`src/rtl/seq_multiplier_if.sv`:
```
// ---------------------------------------------------------------------------
// seq_multiplier_if
// Operand/result handshake bundle for the sequential shift-add multiplier.
//
// Signals:
//   in_valid     operand pair valid (producer -> multiplier)
//   in_ready     multiplier idle and able to accept operands
//   A            WIDTH-bit multiplicand
//   B            WIDTH-bit multiplier
//   signed_mode  0 = unsigned, 1 = two's-complement, sampled with A/B
//   out_valid    product valid (multiplier -> consumer)
//   out_ready    consumer accepts the product
//   product      2*WIDTH-bit result
//   busy         high while the multiplier is iterating
//
// Modports:
//   master  the side that supplies operands and consumes products
//   slave   the multiplier itself
// ---------------------------------------------------------------------------
interface seq_multiplier_if #(
   parameter int WIDTH = 8
);
   logic                 in_valid;
   logic                 in_ready;
   logic [WIDTH-1:0]     A;
   logic [WIDTH-1:0]     B;
   logic                 signed_mode;
   logic                 out_valid;
   logic                 out_ready;
   logic [2*WIDTH-1:0]   product;
   logic                 busy;

   modport master (
      output in_valid, A, B, signed_mode, out_ready,
      input  in_ready, out_valid, product, busy
   );

   modport slave (
      input  in_valid, A, B, signed_mode, out_ready,
      output in_ready, out_valid, product, busy
   );
endinterface

```
`src/rtl/seq_multiplier.sv`:
```
// ---------------------------------------------------------------------------
// seq_multiplier
// Iterative shift-add multiplier. Accepts one WIDTH x WIDTH operand pair per
// transaction, iterates once per operand bit and presents an exact 2*WIDTH
// product, unsigned or two's-complement signed, until the consumer takes it.
//
// Ports:
//   clk   rising-edge clock
//   rst   asynchronous, active-high reset; aborts any operation in flight
//   bus   seq_multiplier_if slave modport carrying the in_valid/in_ready
//         operand handshake (A, B, signed_mode), the out_valid/out_ready
//         product handshake (product) and the busy status flag
//
// Timing: the accepting edge loads the operands, the next WIDTH edges each
// retire one multiplier bit, and one further edge applies the sign and
// writes the product, so out_valid rises WIDTH+1 edges after acceptance.
// ---------------------------------------------------------------------------
module seq_multiplier #(
   parameter int WIDTH = 8
) (
   input logic             clk,
   input logic             rst,
   seq_multiplier_if.slave bus
);

   localparam int CW = $clog2(WIDTH + 1);

   typedef enum logic [1:0] {
      IDLE,
      BUSY,
      DONE
   } stateType;

   stateType             state;
   stateType             nextState;

   logic [WIDTH-1:0]     multiplicand;
   logic [WIDTH-1:0]     multiplier;
   logic [2*WIDTH-1:0]   accum;
   logic [2*WIDTH-1:0]   productReg;
   logic [CW-1:0]        count;
   logic                 negFlag;

   logic [WIDTH-1:0]     magA;
   logic [WIDTH-1:0]     magB;
   logic [WIDTH:0]       partialSum;
   logic [2*WIDTH:0]     widePartial;
   logic [2*WIDTH-1:0]   accumStep;
   logic                 finalStep;

   // Operand magnitudes taken at acceptance. In signed mode a negative
   // operand is negated in WIDTH bits; the most negative value negates to
   // itself, which read as unsigned is exactly its magnitude 2^(WIDTH-1),
   // so no extra bit is needed. The sign is restored once at the end.
   always_comb begin
      magA = bus.A;
      magB = bus.B;
      if (bus.signed_mode && bus.A[WIDTH-1]) begin
         magA = -bus.A;
      end
      if (bus.signed_mode && bus.B[WIDTH-1]) begin
         magB = -bus.B;
      end
   end

   // One shift-add iteration: conditionally add the multiplicand into the
   // upper half with a carry bit, then shift the carry and the whole
   // accumulator right by one. The lower half fills with finished product
   // bits while the upper half keeps the running partial sum.
   always_comb begin
      partialSum  = {1'b0, accum[2*WIDTH-1:WIDTH]};
      if (multiplier[0]) begin
         partialSum = partialSum + {1'b0, multiplicand};
      end
      widePartial = {partialSum, accum[WIDTH-1:0]};
      accumStep   = widePartial[2*WIDTH:1];
      finalStep   = (count == CW'(WIDTH));
   end

   // State register. Reset drops straight back to IDLE so an aborted
   // operation never reaches the output.
   always_ff @(posedge clk or posedge rst) begin
      if (rst) begin
         state <= IDLE;
      end else begin
         state <= nextState;
      end
   end

   // Next-state and handshake outputs. in_ready, busy and out_valid are
   // pure functions of the state, so they change the instant reset hits.
   // Inputs other than out_ready are only looked at while IDLE.
   always_comb begin
      nextState     = state;
      bus.in_ready  = 1'b0;
      bus.busy      = 1'b0;
      bus.out_valid = 1'b0;
      bus.product   = productReg;
      case (state)
         IDLE: begin
            bus.in_ready = 1'b1;
            if (bus.in_valid) begin
               nextState = BUSY;
            end
         end
         BUSY: begin
            bus.busy = 1'b1;
            if (finalStep) begin
               nextState = DONE;
            end
         end
         DONE: begin
            bus.out_valid = 1'b1;
            if (bus.out_ready) begin
               nextState = IDLE;
            end
         end
         default: begin
            nextState = IDLE;
         end
      endcase
   end

   // Datapath. Acceptance loads magnitudes and the result sign and clears
   // the accumulator. Each BUSY cycle before the last retires one
   // multiplier bit; the last BUSY cycle writes the signed result into the
   // product register, which then holds until the next completion so the
   // consumer sees a stable value across backpressure and after handshake.
   always_ff @(posedge clk or posedge rst) begin
      if (rst) begin
         multiplicand <= '0;
         multiplier   <= '0;
         accum        <= '0;
         count        <= '0;
         negFlag      <= 1'b0;
         productReg   <= '0;
      end else begin
         case (state)
            IDLE: begin
               if (bus.in_valid) begin
                  multiplicand <= magA;
                  multiplier   <= magB;
                  negFlag      <= bus.signed_mode & (bus.A[WIDTH-1] ^ bus.B[WIDTH-1]);
                  accum        <= '0;
                  count        <= '0;
               end
            end
            BUSY: begin
               if (finalStep) begin
                  productReg <= negFlag ? -accum : accum;
               end else begin
                  accum      <= accumStep;
                  multiplier <= multiplier >> 1;
                  count      <= count + CW'(1);
               end
            end
            default: begin
            end
         endcase
      end
   end

endmodule

```
`src/flat_wrapper.sv`:
```
// flat-port wrapper written by rule: the top's interface ports become plain ports
module seq_multiplier_flat 
#(
   parameter int WIDTH = 8
)
  (clk, rst, bus_in_valid, bus_A, bus_B, bus_signed_mode, bus_out_ready, bus_in_ready, bus_out_valid, bus_product, bus_busy);
  seq_multiplier_if #(.WIDTH(WIDTH)) bus_i ();
  input logic clk;
  input logic rst;
  input wire logic [$bits(bus_i.in_valid)-1:0] bus_in_valid;
  input wire logic [$bits(bus_i.A)-1:0] bus_A;
  input wire logic [$bits(bus_i.B)-1:0] bus_B;
  input wire logic [$bits(bus_i.signed_mode)-1:0] bus_signed_mode;
  input wire logic [$bits(bus_i.out_ready)-1:0] bus_out_ready;
  output wire logic [$bits(bus_i.in_ready)-1:0] bus_in_ready;
  output wire logic [$bits(bus_i.out_valid)-1:0] bus_out_valid;
  output wire logic [$bits(bus_i.product)-1:0] bus_product;
  output wire logic [$bits(bus_i.busy)-1:0] bus_busy;
  assign bus_i.in_valid = bus_in_valid;
  assign bus_i.A = bus_A;
  assign bus_i.B = bus_B;
  assign bus_i.signed_mode = bus_signed_mode;
  assign bus_i.out_ready = bus_out_ready;
  assign bus_in_ready = bus_i.in_ready;
  assign bus_out_valid = bus_i.out_valid;
  assign bus_product = bus_i.product;
  assign bus_busy = bus_i.busy;
  seq_multiplier #(.WIDTH(WIDTH)) u_core (.clk(clk), .rst(rst), .bus(bus_i));
endmodule
```
`config.mk`:
```
export PLATFORM = sky130hd
export DESIGN_NAME = seq_multiplier_flat
export DESIGN_NICKNAME = d
export VERILOG_FILES = /design/src/rtl/seq_multiplier_if.sv /design/src/rtl/seq_multiplier.sv /design/src/flat_wrapper.sv
export SDC_FILE = /design/constraint.sdc
export NUM_CORES = 1
export LEC_CHECK = 0
export CAP_MARGIN = 20
export CORE_UTILIZATION = 50
export DETAILED_ROUTE_END_ITERATION = 16
export PLACE_DENSITY = 0.75
export SETUP_SLACK_MARGIN = 0.5
export SYNTH_ARGS = -nofsm -noshare
export SYNTH_HDL_FRONTEND = slang
export SYNTH_SLANG_ARGS = --single-unit
```
`constraint.sdc`:
```
create_clock -name clk -period 2.3 [get_ports clk]
set_input_delay 0.69 -clock clk [delete_from_list [all_inputs] [get_ports clk]]
set_output_delay 0.69 -clock clk [all_outputs]
set_load 0.02 [all_outputs]
```
==> results of run 1 <==
where the power goes:
part	total (W)	internal (W)	switching (W)
combinational	0.00302	0.00141	0.00162
sequential	0.00184	0.00139	0.000450
clock	0.000517	0.000215	0.000302
total	0.00538	0.00302	0.00237
Yosys cell counts (8+ instances only):
library cell  count  area [sq um]
dfrtp_1          55          1380
inv_1            13          48.8
nand3_1          19          95.1
ha_1             13           163
clkbuf_1         13          48.8
xnor2_1          10          87.6
o21ai_0          29           145
a21oi_1          27           135
xor2_1           21           184
mux2i_1           8          80.1
nand2_1          44           165
o31ai_1           8          60.1
nor2_1           32           120
sequential cells by signal, summed over array words and instances, names as in the netlist:
| name | cells |
|---|---|
| u_core.count | 4 |
| u_core.multiplier | 8 |
| u_core.multiplicand | 8 |
| u_core.bus.product | 16 |
| u_core.negFlag | 1 |
| u_core.state | 2 |
| u_core.accum | 16 |
critical path, stage by stage (launching register included):
cell and delay (ns):
dfrtp_1 0.39, or4_4 0.55, or4_4 0.55, buf_4 0.17, o31ai_4 0.17, xor2_1 0.17
a21oi_1 0.08
per-stage QoR:
stage | util (%) | cell area, sq um | setup slack [ns] | hold WS, ns | total power (W)
6_report | 67.8 | 4060 | 0.116 | 0.488 | 0.00538
5_1_grt | 67.8 | 4060 | 0.0568 | 0.520 | 0.00586
4_1_cts | 65.6 | 3930 | 0.169 | 0.492 | 0.00518
3_5_place_dp | 63.1 | 3780 | 0.0168 | 0.470 | 0.00462
3_3_place_gp | 63.1 | 3780 | 0.0451 | 0.456 | 0.00450
2_1_floorplan | - | 3240 | 0.227 | 0.443 | 0.00375
worst min path at each step:
stage	from	endpoint	slack, ns	depth (start not counted)
CTS	u_core.multiplier[4]$_DFFE_PP0P_	u_core.multiplier[4]$_DFFE_PP0P_	0.49	2
finish	u_core.multiplier[4]$_DFFE_PP0P_	u_core.multiplier[4]$_DFFE_PP0P_	0.49	2
floorplan	u_core.multiplier[4]$_DFFE_PP0P_	u_core.multiplier[4]$_DFFE_PP0P_	0.44	2
global placement	u_core.multiplier[4]$_DFFE_PP0P_	u_core.multiplier[4]$_DFFE_PP0P_	0.46	2
global route	u_core.multiplier[6]$_DFFE_PP0P_	u_core.multiplier[6]$_DFFE_PP0P_	0.52	2
detailed placement	u_core.multiplier[4]$_DFFE_PP0P_	u_core.multiplier[4]$_DFFE_PP0P_	0.47	2
layout make-up:
cell class | count | area share [%]
tap | 75 | 2.31
timing repair buffer | 71 | 15.2
multi-input combinational | 259 | 45.1
sequential | 55 | 34.0
clock buffer | 7 | 1.88
inverter | 13 | 1.36
clock inverter | 1 | 0.123
repair_timing:
| action | 4_1_cts | 5_1_grt |
|---|---|---|
| resized for setup | 45 | 35 |
| setup endpoints to repair | 39 | 25 |
| hold endpoints to repair | 0 | 0 |
| setup buffers | 7 | 7 |
| pin swaps | 16 | 20 |
routing by layer:
metal | vias to the layer above | part of all wire [%] | GRT usage [%]
li1 | 1315 | - | -
met2 | 52 | 52 | 41.3
met5 | - | 0 | 0
met1 | 1240 | 44 | 27.8
met3 | 8 | 3.0 | 3.93
met4 | 0 | 1.1 | 4.29
logic make-up after synthesis:
family,count (synthesis)
AOI/OAI and AO/OA,84
xor gates and xnor gates,31
adders and majority gates,14
buffers and inverters,31
DFF,55
muxes,9
and+or+nand+nor,121
==> impl_metrics.tcl, run 1 <==
set metrics [dict create \
    regToRegSetupSlack_ns 0.12 \
    slew_viol_final 0 \
    cts_buffers 5 \
    portBuffers 39 \
    clockBufferDepth 2 \
    synth_edf_count 0 \
    end_kind "flip-flop" \
    setup_viol 0 \
    synthCells 345 \
    n_antenna_cell 0 \
    yosys.area_share.simple_pct 17.8 \
    multi_input_area_sq_um 1830 \
    layout_commonest_cell "dfrtp_1" \
    placed_cells 459 \
    routedWlPerCell_microns 14.4 \
    floorplan.initialDensity_pct 52.4 \
    cts_tree "built" \
    fin_setup_tns_ns 0 \
    ys_warn_count 0 \
    register_area_sq_um 1380 \
    crit_arrival_ns 2.38 \
    drt-initial-drc-count 181 \
    path_class "flip-flop to flip-flop" \
    ir_worst_vdd_mv 0.649 \
    synthArstFlopShare_pct 100 \
    regToRegEndpoint "u_core.bus.product[14]$_DFFE_PP0P_" \
    fin_crit_ns 2.18 \
    worstSetupEndpoint "u_core.bus.product[14]$_DFFE_PP0P_" \
    die_w_microns 81.3 \
    nets 440 \
    cts_max_level 2 \
    synth_compound_area_share_pct 16.5 \
    rsz0062_at_grt "yes" \
    power_leakage_nw 1.85 \
    dr.pass1.iters 4 \
    crit_fanout 5 \
    globalRouteOverflowTotal 0 \
    grt_pass1_wl_microns 11400 \
    crit_required_ns 2.49 \
    synth.mux.area_fraction_pct 2.91 \
    antenna_found_initial 0 \
    final_cell_mix "dfrtp_1, nand2_1, nor2_1, buf_4, a21oi_1" \
    syn_avg_cell_area_sq_um 9.10 \
    vias 2615 \
    synthFlopType "dfrtp_1" \
    drc_errors 0 \
    drive_gt1_share_pct 20.7 \
    grt_use_total_pct 22.6 \
    start_kind "flip-flop" \
    ys_seq_area_share_pct 43.8 \
    path_clk_slew_ns 0.09 \
    synth_top_family_by_area "simple AND/OR/NAND/NOR gates" \
    gp_congestion 0.779 \
    fin_cells 481 \
    yosys.area_share.adder_pct 5.82 \
    cts_sinks 55 \
    via_per_inst 5.44 \
    ys_types 45 \
    netlist_area_sq_um 3140 \
    syn_to_final_growth_pct 29.4 \
    worst_slew_pin_slew_ns 0.796 \
    timing.fmax_ghz 0.458 \
    ios 40 \
    skew_ns 0.00289 \
    reg2reg_depth 6 \
    hold_viol_final 0 \
    clk_latency_ns 0.30 \
    worstSetupStartpoint "u_core.accum[4]$_DFFE_PP0P_" \
    finalCritPeriodShare_pct 95.0 \
    hold_path_class "flip-flop to flip-flop" \
    power_density_nw_per_um2 1330 \
    relSlewSlack_pct 46.9 \
    fp-row-count 28 \
    hold_buffers 0 \
    synth_fp_nets 380 \
    die_h_microns 81.3 \
    max_cap_viol_count 0 \
    wl_microns 6910 \
    outcome "complete, no violations" \
    hpwl_microns 4710 \
    drtAntennaViolNets 0 \
    die-area_sq_um 6600 \
    fillers 482 \
    synthXorXnorAreaFrac_pct 8.65 \
    synth-seq-cells 55 \
    coreArea_sq_um 5990 \
    grt_pass1_vias 2486 \
    grt_max_degree 56 \
    cts-root-buf "clkbuf_8" \
    rr_startpoint "u_core.accum[4]$_DFFE_PP0P_" \
]
Power figures use the tool's default switching activity.
==> inputs of run 2 (changes only) <==
--- a/config.mk
+++ b/config.mk
@@ -8,6 +8,7 @@
 export CAP_MARGIN = 20
 export CORE_UTILIZATION = 50
 export DETAILED_ROUTE_END_ITERATION = 16
+export GPL_TIMING_DRIVEN = 0
 export PLACE_DENSITY = 0.75
 export SETUP_SLACK_MARGIN = 0.5
 export SYNTH_ARGS = -nofsm -noshare
==> run 2 against run 1 <==
Cell area is 1.1% higher. Register-to-register slack better by 0.03 ns. Routed wire length is 0.20% higher. Sequential share of layout area is 0.28 points lower. Count of clock-buffer cells in the layout stayed put. Total power is 3.4% higher. Core utilization is 0.75 points higher. Flip-flop and latch count stayed put. Fmax is 1.5% higher. Critical path depth stayed put. Clock skew is 0.0080 ns higher. Largest cell class unchanged. Largest power group unchanged.
==> impl_metrics.tcl, run 2 (synthesis gave the netlist of run 1 again) <==
set metrics [dict create \
    globalRouteOverflowTotal 0 \
    ir_worst_vdd_mv 0.644 \
    regToRegSetupSlack_ns 0.15 \
    fin_crit_ns 2.15 \
    met1_usage_pct 28.1 \
    final_cell_mix "dfrtp_1, nand2_1, nor2_1" \
    clockBufferDepth 2 \
    wl_microns 6920 \
    antenna_found_initial 0 \
    coreArea_sq_um 5990 \
    setup_viol 0 \
    routedWlPerCell_microns 14.3 \
    final_area_sq_um 4110 \
    ios 40 \
    floorplan.initialDensity_pct 52.4 \
    drive_gt1_share_pct 22.2 \
    grt_max_degree 40 \
    rr_startpoint "u_core.accum[3]$_DFFE_PP0P_" \
    path_clk_slew_ns 0.10 \
    start_kind "flip-flop" \
    grt_pass1_wl_microns 11800 \
    min_to "u_core.multiplier[1]$_DFFE_PP0P_" \
    slew_viol_final 0 \
    total_power_w 0.00556 \
    grt_use_met2_pct 40.8 \
    crit_required_ns 2.51 \
    slowest_stage "or4_4" \
    die-area_sq_um 6600 \
    path_class "flip-flop to flip-flop" \
    vias 2663 \
    hold_buffers 0 \
    grt-busiest-layer "met2" \
    grt_pass1_vias 2658 \
    cts_max_level 2 \
    hold_path_class "flip-flop to flip-flop" \
    multi_input_area_sq_um 1870 \
    critPathTopFamily "simple AND/OR/NAND/NOR gates" \
    cp_slowest_stage_delay_ns 0.56 \
    worstHoldStart "u_core.multiplier[1]$_DFFE_PP0P_" \
    skew_ns 0.0109 \
    fp-row-count 28 \
    regToRegEndpoint "u_core.bus.product[15]$_DFFE_PP0P_" \
    finalCritPeriodShare_pct 93.5 \
    end_kind "flip-flop" \
    critPathBufInv 1 \
    dr.pass1.iters 4 \
    relSlewSlack_pct 61.4 \
    grt_use_total_pct 23.3 \
    max_cap_viol_count 0 \
    register_area_sq_um 1380 \
    cts_buffers 5 \
    cpMostUsedCell "or4_4" \
    hpwl_microns 4900 \
    drt-initial-drc-count 185 \
    layout_commonest_cell "dfrtp_1" \
    power_density_nw_per_um2 1350 \
    crit_arrival_ns 2.36 \
    timing.fmax_ghz 0.465 \
    drc_errors 0 \
    cts-root-buf "clkbuf_8" \
    cts_tree "built" \
    met3_usage_pct 4.61 \
    reg2reg_depth 6 \
    gp_congestion 0.800 \
    syn_to_final_growth_pct 30.8 \
    via_per_inst 5.50 \
    hold_viol_final 0 \
    crit_fanout 6 \
    post_dp_cell_area_sq_um 3740 \
    rsz0062_at_grt "yes" \
    min_path_cells 2 \
    die_w_microns 81.3 \
    power_leakage_nw 1.85 \
    nets 443 \
    fillers 500 \
    cts_sinks 55 \
    worst_slew_pin_slew_ns 0.579 \
    crit_path_cell_trace "or4_4, or4_4, buf_6, o41ai_4, xor2_1, a21oi_1" \
    die_h_microns 81.3 \
    drtAntennaViolNets 0 \
    n_antenna_cell 0 \
    clk_latency_ns 0.31 \
    portBuffers 38 \
    outcome "complete, no violations" \
]
-- run 2: what timing repair did --
item	4_1_cts	5_1_grt
cloned	0	0
pin swaps	13	10
gates resized for setup	65	46
setup endpoints to repair	53	34
endpoints found under the hold margin	0	0
buffers inserted	8	9
-- run 2: worst max-delay path by stage --
| stage | endpoint | from | cells past startpoint |
|---|---|---|---|
| 2_1_floorplan | u_core.bus.product[15]$_DFFE_PP0P_ | u_core.accum[3]$_DFFE_PP0P_ | 6 |
| 4_1_cts | u_core.bus.product[15]$_DFFE_PP0P_ | u_core.accum[3]$_DFFE_PP0P_ | 6 |
| 5_1_grt | u_core.bus.product[15]$_DFFE_PP0P_ | u_core.accum[3]$_DFFE_PP0P_ | 6 |
| 3_5_place_dp | u_core.accum[15]$_DFFE_PP0P_ | bus_in_valid | 7 |
| 6_report | u_core.bus.product[15]$_DFFE_PP0P_ | u_core.accum[3]$_DFFE_PP0P_ | 6 |
| 3_3_place_gp | bus_busy | u_core.state[1]$_DFFE_PP0P_ | 4 |
-- run 2: final cells by class --
type,count,area share [%]
clock buffers,7,2.10
clock inverters,1,0.213
multi-input cells,259,45.5
flip-flops and latches,55,33.7
plain buffers,18,3.17
repair buffers,56,11.8
well taps,75,2.28
inverters,13,1.28
-- run 2: layer usage --
| metal | vias up | part of all wire (%) |
|---|---|---|
| met5 | - | 0 |
| met4 | 0 | 1.3 |
| met3 | 7 | 3.5 |
| met2 | 55 | 50 |
| met1 | 1279 | 45 |
| li1 | 1322 | - |
-- run 2: worst min-delay path, cell delays in order, from the launching register on --
cell and delay (ns):
dfrtp_1 0.36, nand2_1 0.05, o21ai_0 0.06
-- run 2: power breakdown --
group | switching (W) | internal [W]
combinational | 0.00176 | 0.00147
sequential | 0.000365 | 0.00140
clock | 0.000321 | 0.000248
-- run 2: through the flow --
step / instances / utilization, % / hold slack [ns] / setup WS (ns) / setup TNS [ns]
2_1_floorplan: 345 / - / 0.443 / 0.227 / 0
3_3_place_gp: 458 / 62.1 / 0.465 / -0.170 / -1.56
3_5_place_dp: 459 / 62.4 / 0.475 / -0.154 / -2.15
4_1_cts: 475 / 65.4 / 0.499 / 0.162 / 0
5_1_grt: 484 / 68.6 / 0.526 / 0.0757 / 0
6_report: 484 / 68.6 / 0.501 / 0.149 / 0
